==> src/rtl/seg_pkg.sv <==
// seg_pkg: shared constants, types and helpers for the seg_scan4 display stage.
//   SEG_0..SEG_9, SEG_BLANK : segment codes {a,b,c,d,e,f,g,dp}, a = bit 7, 1 = lit
//   NDIG                    : number of multiplexed digits
//   BIN_W / BCD_W           : binary input width and packed BCD width
//   ITER / CNT_W            : double-dabble iteration count and its counter width
//   conv_state_t            : converter FSM states
//   seg_decode()            : BCD digit to segment code (10..15 decode blank)
//   bcd_add3()              : per-nibble "add 3 if >= 5" correction step
package seg_pkg;

    localparam int NDIG  = 4;
    localparam int BIN_W = 14;
    localparam int BCD_W = 16;
    localparam int ITER  = 14;
    localparam int CNT_W = 4;

    localparam logic [7:0] SEG_0     = 8'hFC;
    localparam logic [7:0] SEG_1     = 8'h60;
    localparam logic [7:0] SEG_2     = 8'hDA;
    localparam logic [7:0] SEG_3     = 8'hF2;
    localparam logic [7:0] SEG_4     = 8'h66;
    localparam logic [7:0] SEG_5     = 8'hB6;
    localparam logic [7:0] SEG_6     = 8'hBE;
    localparam logic [7:0] SEG_7     = 8'hE0;
    localparam logic [7:0] SEG_8     = 8'hFE;
    localparam logic [7:0] SEG_9     = 8'hF6;
    localparam logic [7:0] SEG_BLANK = 8'h00;

    typedef enum logic [1:0] {
        IDLE  = 2'd0,
        SHIFT = 2'd1,
        DONE  = 2'd2
    } conv_state_t;

    function automatic logic [7:0] seg_decode(input logic [3:0] d);
        logic [7:0] s;
        case (d)
            4'd0:    s = SEG_0;
            4'd1:    s = SEG_1;
            4'd2:    s = SEG_2;
            4'd3:    s = SEG_3;
            4'd4:    s = SEG_4;
            4'd5:    s = SEG_5;
            4'd6:    s = SEG_6;
            4'd7:    s = SEG_7;
            4'd8:    s = SEG_8;
            4'd9:    s = SEG_9;
            default: s = SEG_BLANK;
        endcase
        return s;
    endfunction

    // Applied before every shift so a nibble that would reach >= 10 after
    // doubling carries correctly into the next decade.
    function automatic logic [15:0] bcd_add3(input logic [15:0] b);
        logic [15:0] r;
        r = b;
        for (int n = 0; n < 4; n++) begin
            if (b[n*4 +: 4] >= 4'd5) begin
                r[n*4 +: 4] = b[n*4 +: 4] + 4'd3;
            end else begin
                r[n*4 +: 4] = b[n*4 +: 4];
            end
        end
        return r;
    endfunction

endpackage

==> src/rtl/seg_scan4_if.sv <==
// seg_scan4_if: valid/ready value handshake into the display stage.
//   i_val   : binary value to display
//   i_dp    : decimal-point enables, bit n = digit n (0 = ones)
//   i_valid : i_val/i_dp valid
//   o_ready : converter can accept a value
// master = producer (counter block), slave = seg_scan4.
interface seg_scan4_if;
    import seg_pkg::*;

    logic [BIN_W-1:0] i_val;
    logic [3:0]       i_dp;
    logic             i_valid;
    logic             o_ready;

    modport master (output i_val, output i_dp, output i_valid, input o_ready);
    modport slave  (input i_val, input i_dp, input i_valid, output o_ready);
endinterface

==> src/rtl/seg_scan4_bin2bcd_seq.sv <==
// bin2bcd_seq: sequential shift-add-3 binary to BCD converter with handshake.
//   i_clk  : clock
//   w_rst  : asynchronous active-high reset
//   s_in   : value handshake (slave side); o_ready is high in IDLE
//   o_bcd  : 16-bit packed BCD result (valid while o_done is high)
//   o_dp   : decimal-point bits captured with the value
//   o_done : one-cycle strobe, high in the DONE state
// Acceptance at edge T -> SHIFT on edges T+1..T+14 -> DONE cycle after T+14.
module bin2bcd_seq
    import seg_pkg::*;
#(
    parameter int MAX_VAL = 9999
) (
    input  logic              i_clk,
    input  logic              w_rst,
    seg_scan4_if.slave        s_in,
    output logic [BCD_W-1:0]  o_bcd,
    output logic [3:0]        o_dp,
    output logic              o_done
);

    localparam logic [BIN_W-1:0] MAX_V    = BIN_W'(MAX_VAL);
    localparam logic [CNT_W-1:0] CNT_LAST = CNT_W'(ITER - 1);

    conv_state_t      r_state;
    logic [BIN_W-1:0] r_bin;
    logic [BCD_W-1:0] r_bcd;
    logic [3:0]       r_dp;
    logic [CNT_W-1:0] r_cnt;
    logic             r_done;

    logic [BIN_W-1:0] w_clamp;
    logic [BCD_W-1:0] w_adj;

    assign s_in.o_ready = (r_state == IDLE);
    assign o_bcd        = r_bcd;
    assign o_dp         = r_dp;
    assign o_done       = r_done;

    // Saturate the incoming value and form the corrected BCD for this iteration.
    always_comb begin
        w_clamp = (s_in.i_val > MAX_V) ? MAX_V : s_in.i_val;
        w_adj   = bcd_add3(r_bcd);
    end

    // Converter FSM and double-dabble datapath.
    always_ff @(posedge i_clk or posedge w_rst) begin
        if (w_rst) begin
            r_state <= IDLE;
            r_bin   <= {BIN_W{1'b0}};
            r_bcd   <= {BCD_W{1'b0}};
            r_dp    <= 4'b0000;
            r_cnt   <= {CNT_W{1'b0}};
            r_done  <= 1'b0;
        end else begin
            r_done <= 1'b0;
            case (r_state)
                IDLE: begin
                    if (s_in.i_valid) begin
                        r_bin   <= w_clamp;
                        r_dp    <= s_in.i_dp;
                        r_bcd   <= {BCD_W{1'b0}};
                        r_cnt   <= {CNT_W{1'b0}};
                        r_state <= SHIFT;
                    end else begin
                        r_state <= IDLE;
                    end
                end
                SHIFT: begin
                    // The BCD top bit shifted out is always zero for values <= 9999.
                    {r_bcd, r_bin} <= {w_adj[BCD_W-2:0], r_bin, 1'b0};
                    r_cnt          <= r_cnt + CNT_W'(1);
                    if (r_cnt == CNT_LAST) begin
                        r_state <= DONE;
                        r_done  <= 1'b1;
                    end else begin
                        r_state <= SHIFT;
                    end
                end
                DONE: begin
                    r_state <= IDLE;
                end
                default: begin
                    r_state <= IDLE;
                end
            endcase
        end
    end

endmodule

==> src/rtl/seg_scan4.sv <==
// seg_scan4: four-digit multiplexed 7-segment display back end.
//   i_clk : clock (27 MHz on Tang Nano 9k)
//   w_rst : asynchronous active-high reset
//   s_in  : value handshake (slave side), see seg_scan4_if
//   o_seg : registered segments {a,b,c,d,e,f,g,dp}, 1 = lit
//   o_dig : registered active-low digit enables, bit 0 = ones digit
// Parameters: SCAN_WAIT (cycles per digit slot, >= 2), MAX_VAL (saturation).
// Optional build macro SEG_LZB_EN: leading-zero blanking of the upper three
// digits (dp still shown, ones digit never blanked).
module seg_scan4
    import seg_pkg::*;
#(
    parameter int SCAN_WAIT = 27_000,
    parameter int MAX_VAL   = 9999
) (
    input  logic        i_clk,
    input  logic        w_rst,
    seg_scan4_if.slave  s_in,
    output logic [7:0]  o_seg,
    output logic [3:0]  o_dig
);

    localparam int               PRE_W    = $clog2(SCAN_WAIT);
    localparam logic [PRE_W-1:0] PRE_LAST = PRE_W'(SCAN_WAIT - 1);

    logic [BCD_W-1:0] w_bcd;
    logic [3:0]       w_cdp;
    logic             w_done;

    logic [BCD_W-1:0] r_buf;
    logic [3:0]       r_dp;
    logic [PRE_W-1:0] r_pre;
    logic [1:0]       r_idx;

    logic [1:0]       w_idx_nxt;
    logic [3:0]       w_nib;
    logic             w_blank;
    logic [7:0]       w_seg_nxt;
    logic [3:0]       w_dig_nxt;

    bin2bcd_seq #(
        .MAX_VAL (MAX_VAL)
    ) u_conv (
        .i_clk  (i_clk),
        .w_rst  (w_rst),
        .s_in   (s_in),
        .o_bcd  (w_bcd),
        .o_dp   (w_cdp),
        .o_done (w_done)
    );

    // Display buffer, loaded once per finished conversion.
    always_ff @(posedge i_clk or posedge w_rst) begin
        if (w_rst) begin
            r_buf <= {BCD_W{1'b0}};
            r_dp  <= 4'b0000;
        end else if (w_done) begin
            r_buf <= w_bcd;
            r_dp  <= w_cdp;
        end else begin
            r_buf <= r_buf;
            r_dp  <= r_dp;
        end
    end

    // Pattern for the slot about to be shown; reads the buffer as it stands
    // before this edge, so a same-edge buffer write shows at the next slot.
    always_comb begin
        w_idx_nxt = r_idx + 2'd1;
        w_nib     = r_buf[{w_idx_nxt, 2'b00} +: 4];
`ifdef SEG_LZB_EN
        case (w_idx_nxt)
            2'd3:    w_blank = (r_buf[15:12] == 4'd0);
            2'd2:    w_blank = (r_buf[15:8]  == 8'd0);
            2'd1:    w_blank = (r_buf[15:4]  == 12'd0);
            default: w_blank = 1'b0;
        endcase
`else
        w_blank = 1'b0;
`endif
        w_seg_nxt = (w_blank ? SEG_BLANK : seg_decode(w_nib)) | {7'b0000000, r_dp[w_idx_nxt]};
        w_dig_nxt = ~(4'b0001 << w_idx_nxt);
    end

    // Prescaler, digit index and output registers; index and outputs move together.
    always_ff @(posedge i_clk or posedge w_rst) begin
        if (w_rst) begin
            r_pre <= {PRE_W{1'b0}};
            r_idx <= 2'd0;
            o_dig <= 4'b1110;
            o_seg <= SEG_0;
        end else if (r_pre == PRE_LAST) begin
            r_pre <= {PRE_W{1'b0}};
            r_idx <= w_idx_nxt;
            o_dig <= w_dig_nxt;
            o_seg <= w_seg_nxt;
        end else begin
            r_pre <= r_pre + PRE_W'(1);
            r_idx <= r_idx;
            o_dig <= o_dig;
            o_seg <= o_seg;
        end
    end

endmodule

==> src/flat_wrapper.sv <==
// flat-port wrapper written by rule: the top's interface ports become plain ports
module seg_scan4_flat import seg_pkg::*;
#(
    parameter int SCAN_WAIT = 27_000,
    parameter int MAX_VAL   = 9999
)
  (i_clk, w_rst, o_seg, o_dig, s_in_i_val, s_in_i_dp, s_in_i_valid, s_in_o_ready);
  seg_scan4_if s_in_i ();
  input  logic i_clk;
  input  logic w_rst;
  output logic [7:0] o_seg;
  output logic [3:0] o_dig;
  input wire logic [$bits(s_in_i.i_val)-1:0] s_in_i_val;
  input wire logic [$bits(s_in_i.i_dp)-1:0] s_in_i_dp;
  input wire logic [$bits(s_in_i.i_valid)-1:0] s_in_i_valid;
  output wire logic [$bits(s_in_i.o_ready)-1:0] s_in_o_ready;
  assign s_in_i.i_val = s_in_i_val;
  assign s_in_i.i_dp = s_in_i_dp;
  assign s_in_i.i_valid = s_in_i_valid;
  assign s_in_o_ready = s_in_i.o_ready;
  seg_scan4 #(.SCAN_WAIT(SCAN_WAIT), .MAX_VAL(MAX_VAL)) u_core (.i_clk(i_clk), .w_rst(w_rst), .s_in(s_in_i), .o_seg(o_seg), .o_dig(o_dig));
endmodule
==> config.mk <==
export PLATFORM = sky130hd
export DESIGN_NAME = seg_scan4_flat
export DESIGN_NICKNAME = d
export VERILOG_FILES = /design/src/rtl/seg_pkg.sv /design/src/rtl/seg_scan4_if.sv /design/src/rtl/seg_scan4_bin2bcd_seq.sv /design/src/rtl/seg_scan4.sv /design/src/flat_wrapper.sv
export SDC_FILE = /design/constraint.sdc
export NUM_CORES = 1
export LEC_CHECK = 0
export BUFFER_PORTS_ARGS = -buffer_cell sky130_fd_sc_hd__buf_2
export CORE_ASPECT_RATIO = 1.1
export CORE_UTILIZATION = 45
export DETAILED_ROUTE_END_ITERATION = 6
export PLACE_DENSITY = 0.67
export SYNTH_ARGS = -nofsm -noshare
export SYNTH_HDL_FRONTEND = slang
export SYNTH_HIERARCHICAL = 1
export SYNTH_SLANG_ARGS = --single-unit
==> constraint.sdc <==
create_clock -name i_clk -period 3.7 [get_ports i_clk]
set_input_delay 0.185 -clock i_clk [delete_from_list [all_inputs] [get_ports i_clk]]
set_output_delay 0.185 -clock i_clk [all_outputs]
set_load 0.1 [all_outputs]
==> results.cfg <==
[run_status]
outcome = finished, final reports clean

[global_route]
antenna_found_initial = 0
track_usage_pct = 17.82
grt_overflow = 0
grt_pass1_wl_um = 14760
first_global_vias = 3069
grt_max_degree = 50

[synth]
synth_edf_count = 0
synthTopCellsByCount = dfrtp_1 (80), nand2_1 (36), nor2_1 (31), inv_1 (28)
yosysSeqAreaShare_pct = 49.92
synth_area_sq_mm = 0.004484
synth.distinct_cells = 55
synth_top_area_share_pct = 44.64
synth_fp_nets = 440
synth_area_leaders = dfrtp_1 (45%), ha_1 (5.9%), dfstp_2 (5.3%)
ys.flop_type = dfrtp_1
ys_ff_latch = 89
async_flop_share_pct = 100.0
yosysMostFrequentCell = dfrtp_1
synthCells = 398
yosysTopAreaCell = dfrtp_1
avgSynthCellArea_sq_um = 11.27
synth-warning-count = 6

[setup_path]
startpoint_type = flop
cp.required_ps = 3980
path_buf_inv = 2
crit_path_end_kind = flop
worstPathArrival_ps = 2830
crit_chain = inv_1 -> ha_1 -> mux4_2 -> inv_1 -> ha_1 -> nor2b_1 -> nor4b_4 -> a211oi_1
cpPeakStageDelay_ps = 580
crit_slowest_cell = dfrtp_1
crit_family = adder cells
path_class = flop to flop
path_max_fanout = 8
reg2reg_depth = 8
worstReg2RegStart = u_core/r_idx[0]
r2r-end = u_core/o_seg[2]
reg2reg_slack_ps = 1150

[sta]
setup_slack_ps = 1152
setup_viol = 0
tns_ps = 0
min_period_ps = 2548
rsz0062_at_grt = no
slew_headroom_pct = 22.97
fin_skew_ps = 11.76
period_share_pct = 68.88
fmax_mhz = 392.4
drv_slew = 0
tightest_slew_ps = 1155
final_hold_viol_count = 0

[clocking]
max-clock-path-buffers = 2
cts.sinks = 89
tritoncts = built
cts_root_buffer = clkbuf_8
htree_levels = 3
clock_latency_ps = 360
clkTransAtPathRegs_ps = 90
cts_made_buffers = 9

[die]
start_util_pct = 47.02
die_y_um = 106.7
die_area_sq_mm = 0.01037
io_pins = 34
fp.dieW_um = 97.18
core_sq_mm = 0.009537
rows = 37

[hold_path]
hold_path_depth = 3
min_to = u_core/u_conv/o_dp[0]
hold_path.class = input pin to flop
hold_path_startpoint = s_in_i_dp[0]

[detailed_routing]
wl_um = 8435
vias_per_cell = 5.537
drt-pass1-iter-count = 4
drc = 0
vias = 3051
drt_iter0_drc = 138
ant_nets = 0
wire_per_inst_um = 15.31

[final_layout]
finalInstanceArea_sq_mm = 0.004893
drive_above_1_share_pct = 21.66
diodes = 0
area_growth_pct = 9.124
utilization_pct = 51.31
final_nets = 471

[place]
hpwlAfterDp_um = 5951
place_ws_ps = 1158
io_buffers = 33
place_area_sq_mm = 0.004708
gp_congestion = 0.7824

[power_and_ir_drop]
p_total_w = 0.003137
ir_worst_vdd_mv = 0.4017
p_leak_nw = 2.283
power_density_mw_per_mm2 = 641.0

[run]
drv_cap = 0
[placed cells by master (no fill, tap or decap), types with 3 or more instances in the layout]
cell type	netlist	final
o22a_1	3	3
a32o_1	4	4
nand2_1	36	36
ha_1	21	21
a21oi_1	8	8
a21o_1	7	7
nor2b_1	7	7
mux2_2	21	21
o21a_1	11	11
o221ai_1	6	6
dfrtp_1	80	80
clkbuf_8	0	10
inv_1	28	27
o31ai_1	5	5
xor2_1	5	5
xnor2_1	13	13
nand4_1	4	4
nand3_1	6	6
nor3_1	6	6
buf_2	7	33
dfstp_2	9	9
o22ai_1	4	4
a22o_1	4	4
o32ai_1	3	3
nor4_1	4	4
mux4_2	5	5
buf_4	3	4
o2111ai_1	8	8
o21ai_0	8	8
o311ai_0	4	4
nor2_1	31	31
o21bai_1	3	3
[report_power, final]
group | switching (W) | internal [W]
clock network | 0.000339 | 0.000264
logic | 0.000571 | 0.000483
registers | 0.000233 | 0.00125
[registers in the layout, summed over array words and instances, names as in the netlist]
name,flops
u_core/r_pre,15
u_core/u_conv/o_done,1
u_core/u_conv/r_bin,14
u_core/u_conv/r_cnt,4
u_core/o_seg,8
u_core/u_conv/r_state,1
u_core/r_buf,16
u_core/u_conv/o_bcd,16
u_core/r_dp,4
u_core/o_dig,4
u_core/u_conv/o_dp,4
u_core/r_idx,2
[per-stage QoR]
step	hold WS, ps	std cells
2_1_floorplan	290.4	398
3_3_place_gp	357.2	534
3_5_place_dp	355.3	534
4_1_cts	16.33	551
5_1_grt	31.71	551
6_report	24.91	551
[cell families (layout without fill, tap and decap cells)]
family          after synthesis  count (layout)  share of synthesized area, %
compound gates               86              86                         14.56
xor+xnor                     18              18                         3.516
fa+ha+maj                    21              21                         5.859
buf+inv                      46              82                         4.966
flops                        89              89                         49.92
mux                          27              27                         8.008
simple gates                111             111                         13.17
[final cells by class]
cell class              count  area [sq um]
multi-input cells         263          2023
clock buffers              12         145.1
well taps                 117         146.4
clock inverters             4         30.03
flip-flops and latches     89          2238
fillers                   885          4643
inverters                  28         105.1
repair buffers             38         205.2
[tightest hold or removal path, delay by kind of cell]
| kind | cells | cell delay [ps] |
|---|---|---|
| buf+inv | 1 | 80 |
| simple gates | 2 | 80 |
[how the worst max path moves through the flow]
stage / start / to / cells after the start
4_1_cts: u_core/r_idx[0] / u_core/o_seg[2] / 8
6_report: u_core/r_idx[0] / u_core/o_seg[2] / 8
2_1_floorplan: u_core/r_idx[0] / u_core/o_seg[2] / 9
5_1_grt: u_core/r_idx[0] / u_core/o_seg[2] / 8
3_3_place_gp: u_core/r_idx[0] / u_core/o_seg[2] / 8
3_5_place_dp: u_core/r_idx[0] / u_core/o_seg[2] / 8
[metal layers]
metal | GRT usage, % | routed length [um]
met1 | 22.65 | 3855
met2 | 30.03 | 4214
met3 | 3.325 | 221
met4 | 7.356 | 144
met5 | 0 | 0
[timing repair]
item / in CTS / in global routing
hold endpoints to repair: 40 / 0
gates resized for setup: 0 / 0
buffers inserted: 0 / 0
hold buffers: 1 / 0
(Power assumes the default switching activity.)
